**config.mk**
```make
export PLATFORM = sky130hd
export DESIGN_NAME = tiny_io_scheduler
export DESIGN_NICKNAME = d
export VERILOG_FILES = /design/src/rtl/tiny_io_scheduler.sv
export SDC_FILE = /design/constraint.sdc
export NUM_CORES = 1
export LEC_CHECK = 0
export CORE_AREA = 2 2 268 270
export DETAILED_ROUTE_END_ITERATION = 10
export DIE_AREA = 0 0 270 272
export SLEW_MARGIN = 20
export SYNTH_ARGS = -nofsm -noshare
export SYNTH_HDL_FRONTEND = slang
export SYNTH_SLANG_ARGS = --single-unit
```
**constraint.sdc**
```tcl
create_clock -name wb_clk_i -period 3.2 [get_ports wb_clk_i]
set_clock_uncertainty 0.1 [all_clocks]
set_input_delay 0.48 -clock wb_clk_i [delete_from_list [all_inputs] [get_ports wb_clk_i]]
set_output_delay 0.48 -clock wb_clk_i [all_outputs]
set_load 0.02 [all_outputs]
```
**src/rtl/tiny_io_scheduler.sv**
```systemverilog
// rtl/tiny_io_scheduler.sv - time-shares the user IO pads among NUM_DESIGNS tiny designs
// Wishbone-configured manual/round-robin selector with a hi-Z, all-in-reset guard between designs.
module tiny_io_scheduler #(
    parameter int          NUM_DESIGNS  = 4,
    parameter int          IO_W         = 38,
    parameter int          DWELL_W      = 16,
    parameter int          GUARD_CYCLES = 4,
    parameter logic [31:0] BASE_ADDR    = 32'h3000_0000
) (
    input  logic                        wb_clk_i,
    input  logic                        wb_rst_i,
    input  logic                        wbs_cyc_i,
    input  logic                        wbs_stb_i,
    input  logic                        wbs_we_i,
    input  logic [31:0]                 wbs_adr_i,
    input  logic [31:0]                 wbs_dat_i,
    input  logic [3:0]                  wbs_sel_i,
    output logic                        wbs_ack_o,
    output logic [31:0]                 wbs_dat_o,
    input  logic [IO_W-1:0]             io_in,
    output logic [IO_W-1:0]             io_out,
    output logic [IO_W-1:0]             io_oeb,
    output logic [NUM_DESIGNS*IO_W-1:0] des_io_in,
    input  logic [NUM_DESIGNS*IO_W-1:0] des_io_out,
    input  logic [NUM_DESIGNS*IO_W-1:0] des_io_oeb,
    output logic [NUM_DESIGNS-1:0]      des_rst
);

    typedef enum logic [1:0] {
        ST_IDLE   = 2'd0,
        ST_GUARD  = 2'd1,
        ST_ACTIVE = 2'd2
    } state_t;

    localparam int                 GW         = (GUARD_CYCLES > 1) ? $clog2(GUARD_CYCLES) : 1;
    localparam logic [GW-1:0]      GUARD_LAST = GW'(GUARD_CYCLES - 1);
    localparam logic [GW-1:0]      GUARD_ONE  = GW'(1);
    localparam logic [DWELL_W-1:0] DWELL_ONE  = DWELL_W'(1);
    localparam logic [3:0]         LAST_SEL   = 4'(NUM_DESIGNS - 1);
    localparam logic [4:0]         NUM_SEL    = 5'(NUM_DESIGNS);

    state_t             state_q, state_d;
    logic [GW-1:0]      guard_cnt_q, guard_cnt_d;
    logic [DWELL_W-1:0] dwell_cnt_q, dwell_cnt_d;
    logic [3:0]         cur_sel_q, cur_sel_d;
    logic [3:0]         target_q, target_d;
    logic [15:0]        rot_cnt_q, rot_cnt_d;
    logic               en_q, auto_q;
    logic [3:0]         man_sel_q;
    logic [DWELL_W-1:0] dwell_q;
    logic               ack_q;
    logic [31:0]        dat_o_q;
    logic [IO_W-1:0]    io_out_q, io_oeb_q;

    logic        wb_hit, wb_req, wb_ack_d;
    logic [1:0]  wb_off;
    logic [31:0] ctrl_word, dwell_word, status_word, rd_data, wr_base, wr_merge;
    logic [3:0]  man_target, auto_target;
    logic [IO_W-1:0] sel_out, sel_oeb;
    logic        unused_bits;

    assign wb_hit      = (wbs_adr_i[31:4] == BASE_ADDR[31:4]);
    assign wb_off      = wbs_adr_i[3:2];
    assign wb_req      = wbs_cyc_i & wbs_stb_i & wb_hit;
    // Ack is blocked for one cycle after each ack so a held strobe never sees back-to-back acks.
    assign wb_ack_d    = wb_req & ~ack_q;
    assign ctrl_word   = {24'd0, man_sel_q, 2'b00, auto_q, en_q};
    assign dwell_word  = 32'(dwell_q);
    assign status_word = {rot_cnt_q, 8'd0, cur_sel_q, 2'b00, state_q};
    assign unused_bits = ^{wr_merge, wbs_adr_i[1:0]};

    always_comb begin
        rd_data = 32'd0;
        case (wb_off)
            2'd0:    rd_data = ctrl_word;
            2'd1:    rd_data = dwell_word;
            2'd2:    rd_data = status_word;
            default: rd_data = 32'd0;
        endcase
    end

    always_comb begin
        wr_base  = (wb_off == 2'd0) ? ctrl_word : dwell_word;
        wr_merge = wr_base;
        for (int b = 0; b < 4; b++) begin
            if (wbs_sel_i[b]) begin
                wr_merge[b*8 +: 8] = wbs_dat_i[b*8 +: 8];
            end
        end
    end

    assign man_target  = ({1'b0, man_sel_q} < NUM_SEL) ? man_sel_q : 4'd0;
    assign auto_target = (cur_sel_q == LAST_SEL) ? 4'd0 : cur_sel_q + 4'd1;

    always_comb begin
        state_d     = state_q;
        guard_cnt_d = guard_cnt_q;
        dwell_cnt_d = dwell_cnt_q;
        cur_sel_d   = cur_sel_q;
        target_d    = target_q;
        rot_cnt_d   = rot_cnt_q;
        case (state_q)
            ST_IDLE: begin
                if (en_q) begin
                    state_d     = ST_GUARD;
                    guard_cnt_d = '0;
                    target_d    = auto_q ? 4'd0 : man_target;
                end
            end
            ST_GUARD: begin
                if (!en_q) begin
                    state_d = ST_IDLE;
                end else if (guard_cnt_q == GUARD_LAST) begin
                    state_d     = ST_ACTIVE;
                    cur_sel_d   = target_q;
                    rot_cnt_d   = rot_cnt_q + 16'd1;
                    dwell_cnt_d = '0;
                end else begin
                    guard_cnt_d = guard_cnt_q + GUARD_ONE;
                end
            end
            ST_ACTIVE: begin
                if (!en_q) begin
                    state_d = ST_IDLE;
                end else if (!auto_q && (man_target != cur_sel_q)) begin
                    state_d     = ST_GUARD;
                    guard_cnt_d = '0;
                    target_d    = man_target;
                end else if (auto_q && (dwell_q != '0) && (dwell_cnt_q == dwell_q - DWELL_ONE)) begin
                    state_d     = ST_GUARD;
                    guard_cnt_d = '0;
                    target_d    = auto_target;
                end else if (dwell_cnt_q != '1) begin
                    dwell_cnt_d = dwell_cnt_q + DWELL_ONE;
                end
            end
            default: state_d = ST_IDLE;
        endcase
    end

    always_comb begin
        sel_out = '0;
        sel_oeb = '1;
        for (int k = 0; k < NUM_DESIGNS; k++) begin
            if (cur_sel_q == 4'(k)) begin
                sel_out = des_io_out[k*IO_W +: IO_W];
                sel_oeb = des_io_oeb[k*IO_W +: IO_W];
            end
        end
    end

    always_comb begin
        des_io_in = '0;
        des_rst   = '1;
        if (state_q == ST_ACTIVE) begin
            for (int k = 0; k < NUM_DESIGNS; k++) begin
                if (cur_sel_q == 4'(k)) begin
                    des_io_in[k*IO_W +: IO_W] = io_in;
                    des_rst[k]                = 1'b0;
                end
            end
        end
    end

    always_ff @(posedge wb_clk_i) begin
        if (wb_rst_i) begin
            state_q     <= ST_IDLE;
            guard_cnt_q <= '0;
            dwell_cnt_q <= '0;
            cur_sel_q   <= 4'd0;
            target_q    <= 4'd0;
            rot_cnt_q   <= 16'd0;
            en_q        <= 1'b0;
            auto_q      <= 1'b0;
            man_sel_q   <= 4'd0;
            dwell_q     <= '0;
            ack_q       <= 1'b0;
            dat_o_q     <= 32'd0;
            io_out_q    <= '0;
            io_oeb_q    <= '1;
        end else begin
            state_q     <= state_d;
            guard_cnt_q <= guard_cnt_d;
            dwell_cnt_q <= dwell_cnt_d;
            cur_sel_q   <= cur_sel_d;
            target_q    <= target_d;
            rot_cnt_q   <= rot_cnt_d;
            ack_q       <= wb_ack_d;
            dat_o_q     <= wb_ack_d ? rd_data : 32'd0;
            if (wb_ack_d && wbs_we_i) begin
                case (wb_off)
                    2'd0: begin
                        en_q      <= wr_merge[0];
                        auto_q    <= wr_merge[1];
                        man_sel_q <= wr_merge[7:4];
                    end
                    2'd1:    dwell_q <= wr_merge[DWELL_W-1:0];
                    default: ;
                endcase
            end
            // Pads only carry a design while it stays active, so the whole guard window is hi-Z.
            if ((state_q == ST_ACTIVE) && (state_d == ST_ACTIVE)) begin
                io_out_q <= sel_out;
                io_oeb_q <= sel_oeb;
            end else begin
                io_out_q <= '0;
                io_oeb_q <= '1;
            end
        end
    end

    assign wbs_ack_o = ack_q;
    assign wbs_dat_o = dat_o_q;
    assign io_out    = io_out_q;
    assign io_oeb    = io_oeb_q;

endmodule

```
## Word level (Yosys, flattened, before mapping)

Cells that the tools add are included.

- $add $sub $neg: 5
- Magnitude comparators: 1
- Equality and inequality tests: 22
- Muxes and demuxes: 51
- Bitwise logic cells: 6
- Reduce and logical (&&, ||, !) cells: 25

Operators by type and width:

| kind | number |
|---|---|
| $mux W38 | 12 |
| $mux W152 | 1 |
| $mux W16 | 7 |
| $pmux W32 S3 | 1 |
| $add A16 B1 Y16 const B | 2 |
| $mux W4 | 8 |
| $pmux W16 S2 | 1 |
| $eq A28 B26 Y1 const B | 1 |
| $mux W2 | 12 |
| $eq A16 B16 Y1 | 1 |
| $mux W8 | 2 |
| $ne A16 B16 Y1 const B | 1 |
| $ne A2 B2 Y1 const B | 8 |
| $reduce_bool A16 Y1 | 1 |
| $sub A16 B1 Y16 const B | 1 |
| $pmux W2 S3 | 2 |
| $reduce_and A3 Y1 | 3 |
| $eq A2 B2 Y1 const B | 4 |
| $eq A4 B2 Y1 const B | 2 |
| $pmux W4 S2 | 1 |
| $reduce_bool A2 Y1 | 4 |
| $reduce_and A7 Y1 | 1 |
| $reduce_and A6 Y1 | 1 |
| $logic_and A1 B1 Y1 | 5 |
| 17 further kinds | 28 |

- Register bits after elaboration: 175
- Input bits: 415
- Output and inout port bits: 265
- Logic and storage cells: 126

## Depth between registers and ports, before layout

Gate-level depths: netlist (run 1).

- Depth after elaboration: 11
- Gate-level depth with buffers: 14
- Gate-level depth less buffers: 10

## Worst setup path before layout (run 1)

OpenSTA, ideal clock, no wires.

- Path kind: register to register
- Start: register dwell_q[0]
- End: register io_out_q[29], in the netlist io_out[29]
- Data arrival time: 2.998 ns
- Slack: -0.011 ns
- Stages on the path, launching flop included: 15
- Cell sequence: dfxtp_1 buf_2 inv_1 ha_1 clkbuf_1 nor3b_1 xnor2_1 nand2_1 or4b_2 or2_2 nor3_4 or3_1 buf_4 buf_4 nor2_1

- Cells in the longest elaborated chain, start to end: 11

Ends and longest elaborated chain:

| item | RTL line | text |
|---|---|---|
| from (decl) | 50 | `logic [DWELL_W-1:0] dwell_q;` |
| from (signal assigned) | 197 | `2'd1: dwell_q <= wr_merge[DWELL_W-1:0];` |
| $sub A16 B1 Y16 / $reduce_bool A16 Y1 (equally long branches) | 129 | `end else if (auto_q && (dwell_q != '0) && (dwell_cnt_q == dwell_q - DWELL_ONE)) begin` |
| $eq A16 B16 Y1 / $logic_and A1 B1 Y1 (equally long branches) | 129 |  |
| $logic_and A1 B1 Y1 (*) | 129 |  |
| $mux W2 (*) | 129 |  |
| $mux W2 (*) | 125 | `end else if (!auto_q && (man_target != cur_sel_q)) begin` |
| $mux W2 (*) | 123 | `if (!en_q) begin` |
| $pmux W2 S3 (*) | 102 | `case (state_q)` |
| $eq A2 B2 Y1 (*) | 202 | `if ((state_q == ST_ACTIVE) && (state_d == ST_ACTIVE)) begin` |
| $logic_and A1 B1 Y1 (*) | 202 |  |
| $not A1 Y1 (no line) (*) | - |  |
| $reduce_or A2 Y1 (no line) (*) | - |  |
| to (signal assigned) | 203 | `io_out_q <= sel_out;` |
| to (decl) | 53 | `logic [IO_W-1:0] io_out_q, io_oeb_q;` |

Every way passes the cells marked *; elsewhere a longest branch is shown, timed or not.
A chain may end at the register's enable or synchronous reset.

## Worst setup path after layout (run 1)

- Start: register cur_sel_q[2]
- End: output des_io_in[48]

- Cells in the longest elaborated chain, start to end: 3

Ends and longest elaborated chain:

| item | RTL line | text |
|---|---|---|
| from (decl) | 45 | `logic [3:0] cur_sel_q, cur_sel_d;` |
| from (signal assigned) | 185 | `cur_sel_q <= cur_sel_d;` |
| $eq A4 B1 Y1 | 157 | `if (cur_sel_q == 4'(k)) begin` |
| $mux W38 | 157 |  |
| $mux W152 | 155 | `if (state_q == ST_ACTIVE) begin` |
| to (decl) | 23 | `output logic [NUM_DESIGNS*IO_W-1:0] des_io_in,` |

Every way passes these cells.

==> reports/qor.txt, run 1 <==
Initial antenna violation count: 7
Register area share after synthesis: 35.9%
Die height: 272 um
Nets: 2359
CTS tree: done
WP data required: 2.62 ns
Largest net degree at the start of global routing: 88
# port buffers: 659
Initial DRC count: 671
Fin crit share: 97.4%
CTS max path bufs: 2
CP Class: register to output port
Clk sinks: 175
Total power: 5.06 mW
First-pass GRT wire length: 75700 um
Hold Crit Start: wb_rst_i
Worst Path Arrival: 2.54 ns
Pint: 3.72 mW
Syn_nets: 1699
RD Place Congestion: 0.863
Post-DP HPWL: 40900 um
Max_slew headroom: 41.6%
Register bit total from synthesis: 175
Post-Synthesis Cells: 1275
Minimum clock period: 3.12 ns
Highest net fanout along the worst path: 30
Fmax: 0.321 GHz
CP endpoint kind: output port
Top FF cell, synth: dfxtp_1
Synth Cell Area: 9770 sq um
Die ar.: 73400 sq um
Post-placement cell area: 17900 sq um
DR pass1 iterations: 5
Fin area: 18800 sq um
Setup TNS: 0 ns
Worst-margin pin slew: 0.876 ns
Core Region: 70800 sq um
Row cnt: 98
Wire per inst: 18.9 um
Layout cells sized above 1: 8.42%
Die X-Extent: 270 um
ANT nets after route: 0
PwrDens: 269 nW/um^2
Synth-to-layout area growth: 92.5%
Area contributors post-synth: dfxtp_1 (36%), and3_1 (7.7%), nand2_1 (5.4%)
Worst-Skew Late Latency: 0.49 ns
Max-slew violation count: 0
Switching part of the total: 26.6%
CTS Hold Bufs: 0
Final Util: 26.6%
Setup WS post-layout: 0.0818 ns
Outcome: finished clean
Io pins: 680
Unique masters post-synth: 58
Max IR drop VDD: 0.317 mV
Post-synth EDFFs: 0
Remaining DRCs: 0
Vias per Instance: 4.14
Comb power frac: 13.4%
CTS clk-pin slew, worst paths: 0.09 ns
Clk pwr share: 43.6%
Routed WL: 54900 um
Final setup vio count: 0
Startpoint types: register
Fraction of registers with async set/reset: 0%
Synth Warn #: 0
CTS buffer count: 17
Crit path from: cur_sel_q[2]
Number of global-route vias before repair: 11800
Worst r2r src: dwell_q[0]
Via count: 12000
Starting Density: 13.8%
Syn avg cell area: 7.66 sq um
Hold Path Class: input pin to register
Area leader, netlist: dfxtp_1
CTS Root Buffer Type: clkbuf_16
Final Hold Fails: 0
GRT Total Usage: 13.8%
P_leak: 7.44 nW
Gr ovfl total: 0
Post-Place Worst Slack: -0.0261 ns
MaxCap Viol Count: 0
H-tree levels: 4
Sequential Power Share: 42.9%
Switch Pwr: 1.35 mW
Share of Yosys cell area claimed by the top area cell type: 35.9%
area by class of cell:
type	count	area [sq um]
clock buffer	18	429
sequential	175	3510
fill	7663	51900
tap	950	1190
inverter	11	41.3
timing repair buffer	757	7620
antenna	3	7.51
multi-input combinational	973	5860
clock inverter	14	159
synthesized netlist by cell type (7+ instances only):
cell,n
dfxtp_1,175
nand2_1,141
nor2_1,129
and3_1,121
clkbuf_1,97
a21oi_1,71
and2_1,67
nand3_1,63
o21ai_0,49
nor3_1,48
a221oi_1,43
mux2i_1,43
o221ai_1,39
xor2_1,20
or3_1,16
xnor2_1,13
buf_2,11
inv_1,11
nand4_1,11
nor4_1,10
ha_1,9
nor2b_1,9
nand2b_1,8
buf_1,7
power groups by stage:
stage	sequential, mW	combinational [mW]	clock [mW]
after floorplan	2.23	0.117	0
after global placement	2.23	0.677	0
after detailed placement	2.23	0.676	0
after CTS	2.18	0.680	2.35
after global routing	2.18	0.718	2.41
final	2.17	0.679	2.21
cells in the final DEF, fill, tap and decap left out, drive strengths merged, types with 15 or more instances in the layout:
master         netlist  layout
nand2              141     141
or3                 16      16
xor2                20      20
clkdlybuf4s50        0     638
nand3               63      63
dfxtp              175     175
o221ai              39      39
nor2               129     129
a221oi              43      43
inv                 11      21
o21ai               50      50
mux2i               43      43
a21oi               71      71
clkbuf              97      21
nor3                49      49
and2                67      69
and3               121     121
dlymetal6s2s         0      15
buf                 21      95
stage by stage:
step                std cells  hold slack [ns]
floorplan                1275            0.327
global placement         2846            0.343
detailed placement       2846            0.348
CTS                      2889            0.220
global route             2900            0.264
finish                   2901            0.276
registers in the layout, summed over array words and instances (netlist names):
| register | count |
|---|---|
| io_oeb | 38 |
| io_out | 38 |
| wbs_dat_o | 32 |
| dwell_cnt_q | 16 |
| dwell_q | 16 |
| rot_cnt_q | 16 |
| cur_sel_q | 4 |
| man_sel_q | 4 |
| target_q | 4 |
| guard_cnt_q | 2 |
| state_q | 2 |
| auto_q | 1 |
| en_q | 1 |
| wbs_ack_o | 1 |
cells by family (layout without fill, tap and decap cells):
logic type / Yosys count / count (layout) / synth area share [%]
adders and majority gates: 9 / 9 / 1.15
other: 0 / 3 / 0
muxes: 46 / 46 / 4.75
DFF: 175 / 175 / 35.9
xor gates and xnor gates: 33 / 33 / 2.96
AOI/OAI and AO/OA: 230 / 230 / 15.7
and+or+nand+nor: 653 / 655 / 34.4
buffers and inverters: 129 / 800 / 5.21
repair_timing:
| item | 4_1_cts | 5_1_grt |
|---|---|---|
| buffers inserted | 9 | 5 |
| gates cloned | 2 | 4 |
| pin swaps | 2 | 1 |
| gates resized for setup | 13 | 24 |
| endpoints found under the setup margin | 152 | 165 |
critical path: stages (launching register included):
cell and delay [ns]:
dfxtp_1 0.41, nor2_4 0.22, buf_4 0.16, and2_4 0.18, buf_12 0.19, and3_1 0.24
clkdlybuf4s50_1 0.63
worst paths after layout:
path         depth (start not counted)  slack [ns]       endpoint
max                                  6        0.08  des_io_in[48]
min                                  2        0.28   cur_sel_q[0]
max reg2reg                         12        0.18     io_oeb[26]
min reg2reg                          2        0.33   cur_sel_q[0]
routing by layer:
layer  part of all wire [%]  vias up  track usage, %
met5                  0.049        -               0
met4                    1.5        4            3.60
met3                    7.5       43            4.30
met2                     48      512            23.1
met1                     43     5573            17.0
li1                       -     5888               -
Power figures use the tool's default switching activity.
==> inputs of run 2 (changes only) <==
--- a/config.mk
+++ b/config.mk
@@ -8,6 +8,7 @@
 export CORE_AREA = 2 2 268 270
 export DETAILED_ROUTE_END_ITERATION = 10
 export DIE_AREA = 0 0 270 272
+export SETUP_SLACK_MARGIN = 0.3
 export SLEW_MARGIN = 20
 export SYNTH_ARGS = -nofsm -noshare
 export SYNTH_HDL_FRONTEND = slang
==> reports/qor.txt, run 2 (same netlist as run 1, synthesis figures left out) <==
Max-slew violation count: 0 (unchanged)
R2r endpoint: guard_cnt_q[1]
CP endpoint kind: register
Setup TNS: 0 ns (unchanged)
Initial antenna violation count: 9 (+2)
Post-DP HPWL: 40500 um (-1.0%)
Worst-margin pin slew: 0.817 ns (-0.0587 ns)
Total power: 5.07 mW (+0.10%)
Layout cells sized above 1: 11.0% (+2.5 points)
Minimum clock period: 2.95 ns (-0.169 ns)
CP Buf/Inv Count: 3 (unchanged)
Nets: 2354 (-0.21%)
Fillcell total: 7741 (+1.0%)
Routed WL: 54900 um (about the same)
Max IR drop VDD: 0.377 mV (+19%)
Most common cell after layout, fill and taps aside: clkdlybuf4s50_1
Initial DRC count: 801 (+19%)
Largest net degree at the start of global routing: 77 (-13%)
WP data required: 3.45 ns (+0.83 ns)
PwrDens: 268 nW/um^2 (-0.38%)
Pint: 3.72 mW (about the same)
CTS Root Buffer Type: clkbuf_16
H-tree levels: 4 (unchanged)
MaxCap Viol Count: 0 (unchanged)
Clk pwr share: 43.5% (about the same)
CTS tree: done
Switch Pwr: 1.35 mW (+0.34%)
Comb power frac: 13.6% (+0.2 points)
Wire per inst: 18.9 um (about the same)
R2R Setup Slk: 0.25 ns (+0.07 ns)
Row cnt: 98 (unchanged)
Final Hold Fails: 0 (unchanged)
Hold Path Class: input pin to register
Fin crit share: 92.2% (-5.3 points)
Max stage delay on crit path: 0.52 ns (-0.11 ns)
Die X-Extent: 270 um (unchanged)
Sequential Power Share: 42.9% (about the same)
Starting Density: 13.8% (unchanged)
Remaining DRCs: 0 (unchanged)
Worst-Skew Late Latency: 0.50 ns (about the same)
Cell Count, Final, Fillers Out: 2897 (-0.14%)
Vias per Instance: 4.19 (+1.2%)
Max_slew headroom: 45.5% (+3.9 points)
Number of global-route vias before repair: 11700 (-0.75%)
Highest net fanout along the worst path: 7 (-77%)
CTS max path bufs: 2 (unchanged)
Most frequent CP cell: buf_4
CP Class: register to register
Worst Path Arrival: 3.20 ns (+0.66 ns)
Setup WS post-layout: 0.250 ns (+0.169 ns)
P_leak: 8.08 nW (+8.7%)
Fin area: 18900 sq um (+0.49%)
Reg2reg path depth: 11 (-1)
Startpoint types: register
GRT Total Usage: 13.8% (+0.045 points)
RSZ-0062 raised after global routing: yes
Register area: 3520 sq um (+0.32%)
Final setup vio count: 0 (unchanged)
Die ar.: 73400 sq um (unchanged)
CP Cell Sequence: nor4_4, buf_4, a21oi_1, o221ai_1, o21ai_0, or4_4, nor3_4, buf_6, buf_4, o311ai_4, mux2i_1
Commonest non-fill, non-tap cells in the layout: clkdlybuf4s50_1 (502), dfxtp_1 (168), dlygate4sd2_1 (131)
Gr ovfl total: 0 (unchanged)
Post-placement cell area: 17800 sq um (-0.15%)
Synth-to-layout area growth: 93.5%
# port buffers: 659 (unchanged)
Outcome: finished clean
Die height: 272 um (unchanged)
Post-Place Worst Slack: -0.120 ns (-0.0939 ns)
Io pins: 680 (unchanged)
Inst Count DP: 2837 (-0.32%)
CTS clk-pin slew, worst paths: 0.08 ns (about the same)
Clk sinks: 175 (unchanged)
CP max-delay cell: or4_4
CTS buffer count: 17 (unchanged)
First-pass GRT wire length: 75700 um (about the same)
Worst r2r src: dwell_q[5]
RD Place Congestion: 0.834 (-3.3%)
Switching part of the total: 26.6% (+0.062 points)
Core Region: 70800 sq um (unchanged)
Hold Crit Start: wb_rst_i
Hold Path Stages: 2 (unchanged)
ANT nets after route: 0 (unchanged)
CTS Hold Bufs: 0 (unchanged)
Area of the multi-input gates: 6070 sq um (+3.5%)
Delay-heaviest family, CP: simple AND/OR/NAND/NOR gates
Fmax: 0.339 GHz (+5.7%)
Hold path endpoint: dwell_cnt_q[0]
Via count: 12200 (+1.1%)
DR pass1 iterations: 5 (unchanged)
==> run 2: cell count changes in the layout (fill, tap and decap cells not counted), moves of 5 or more <==
cell	previous run	this run
nor2_1	128	122
clkdlybuf4s50_1	638	502
nand2_1	139	118
nand2_4	0	7
dfxtp_1	173	168
buf_4	78	64
dlygate4sd2_1	5	131
inv_8	7	2
nand2_2	2	15
clkbuf_2	0	11
buf_6	1	7
==> run 2: final cells by class <==
type / instances / share of cell area, %
well taps: 950 / 6.29
repair buffers: 754 / 39.7
diodes: 4 / 0.0529
flip-flops and latches: 175 / 18.6
clock buffers: 19 / 2.34
inverters: 11 / 0.218
multi-input cells: 971 / 32.1
clock inverters: 13 / 0.741
==> run 2: timing repair <==
item	in CTS	in global routing
cloned	3	7
gates resized for setup	164	100
endpoints found under the hold margin	0	0
buffers inserted	9	5
pin swaps	5	18
setup endpoints to repair	225	162
==> run 2: per-layer routing <==
metal / share of wire [%] / GRT usage (%)
met5: 0.13 / 0
met4: 2.4 / 5.04
met3: 8.6 / 4.73
met2: 47 / 22.8
met1: 42 / 16.6
==> run 2: per-stage QoR <==
step | utilization (%) | hold slack (ns)
floorplan | - | 0.327
detailed placement | 25.2 | 0.341
finish | 26.7 | 0.267
global route | 26.7 | 0.221
CTS | 26.1 | 0.191
global placement | 25.2 | 0.340
==> run 2: how the worst max path moves through the flow <==
stage                                 to  cells past startpoint         start  slack, ns
after floorplan               io_out[18]                     11    dwell_q[4]       0.37
after global placement       dwell_q[14]                     11  wbs_adr_i[4]      -0.14
after detailed placement      dwell_q[9]                     11  wbs_adr_i[4]      -0.12
after CTS                  des_io_in[29]                      6  cur_sel_q[0]       0.10
after global routing      guard_cnt_q[1]                     11    dwell_q[5]       0.13
final                     guard_cnt_q[1]                     11    dwell_q[5]       0.25
==> run 2: power groups by stage <==
stage                     clock network [mW]  logic [mW]  registers [mW]
after floorplan                            0       0.117            2.23
after global placement                     0       0.676            2.23
after detailed placement                   0       0.678            2.23
after CTS                               2.32       0.683            2.18
after global routing                    2.38       0.730            2.17
final                                   2.21       0.689            2.17
==> run 2: worst reg2reg max path: cells and delay by family (launching register included) <==
kind	cells	cell delay, ns
buffers and inverters	3	0.49
and+or+nand+nor	3	1.20
AOI/OAI and AO/OA	4	0.51
muxes	1	0.15
DFF	1	0.37
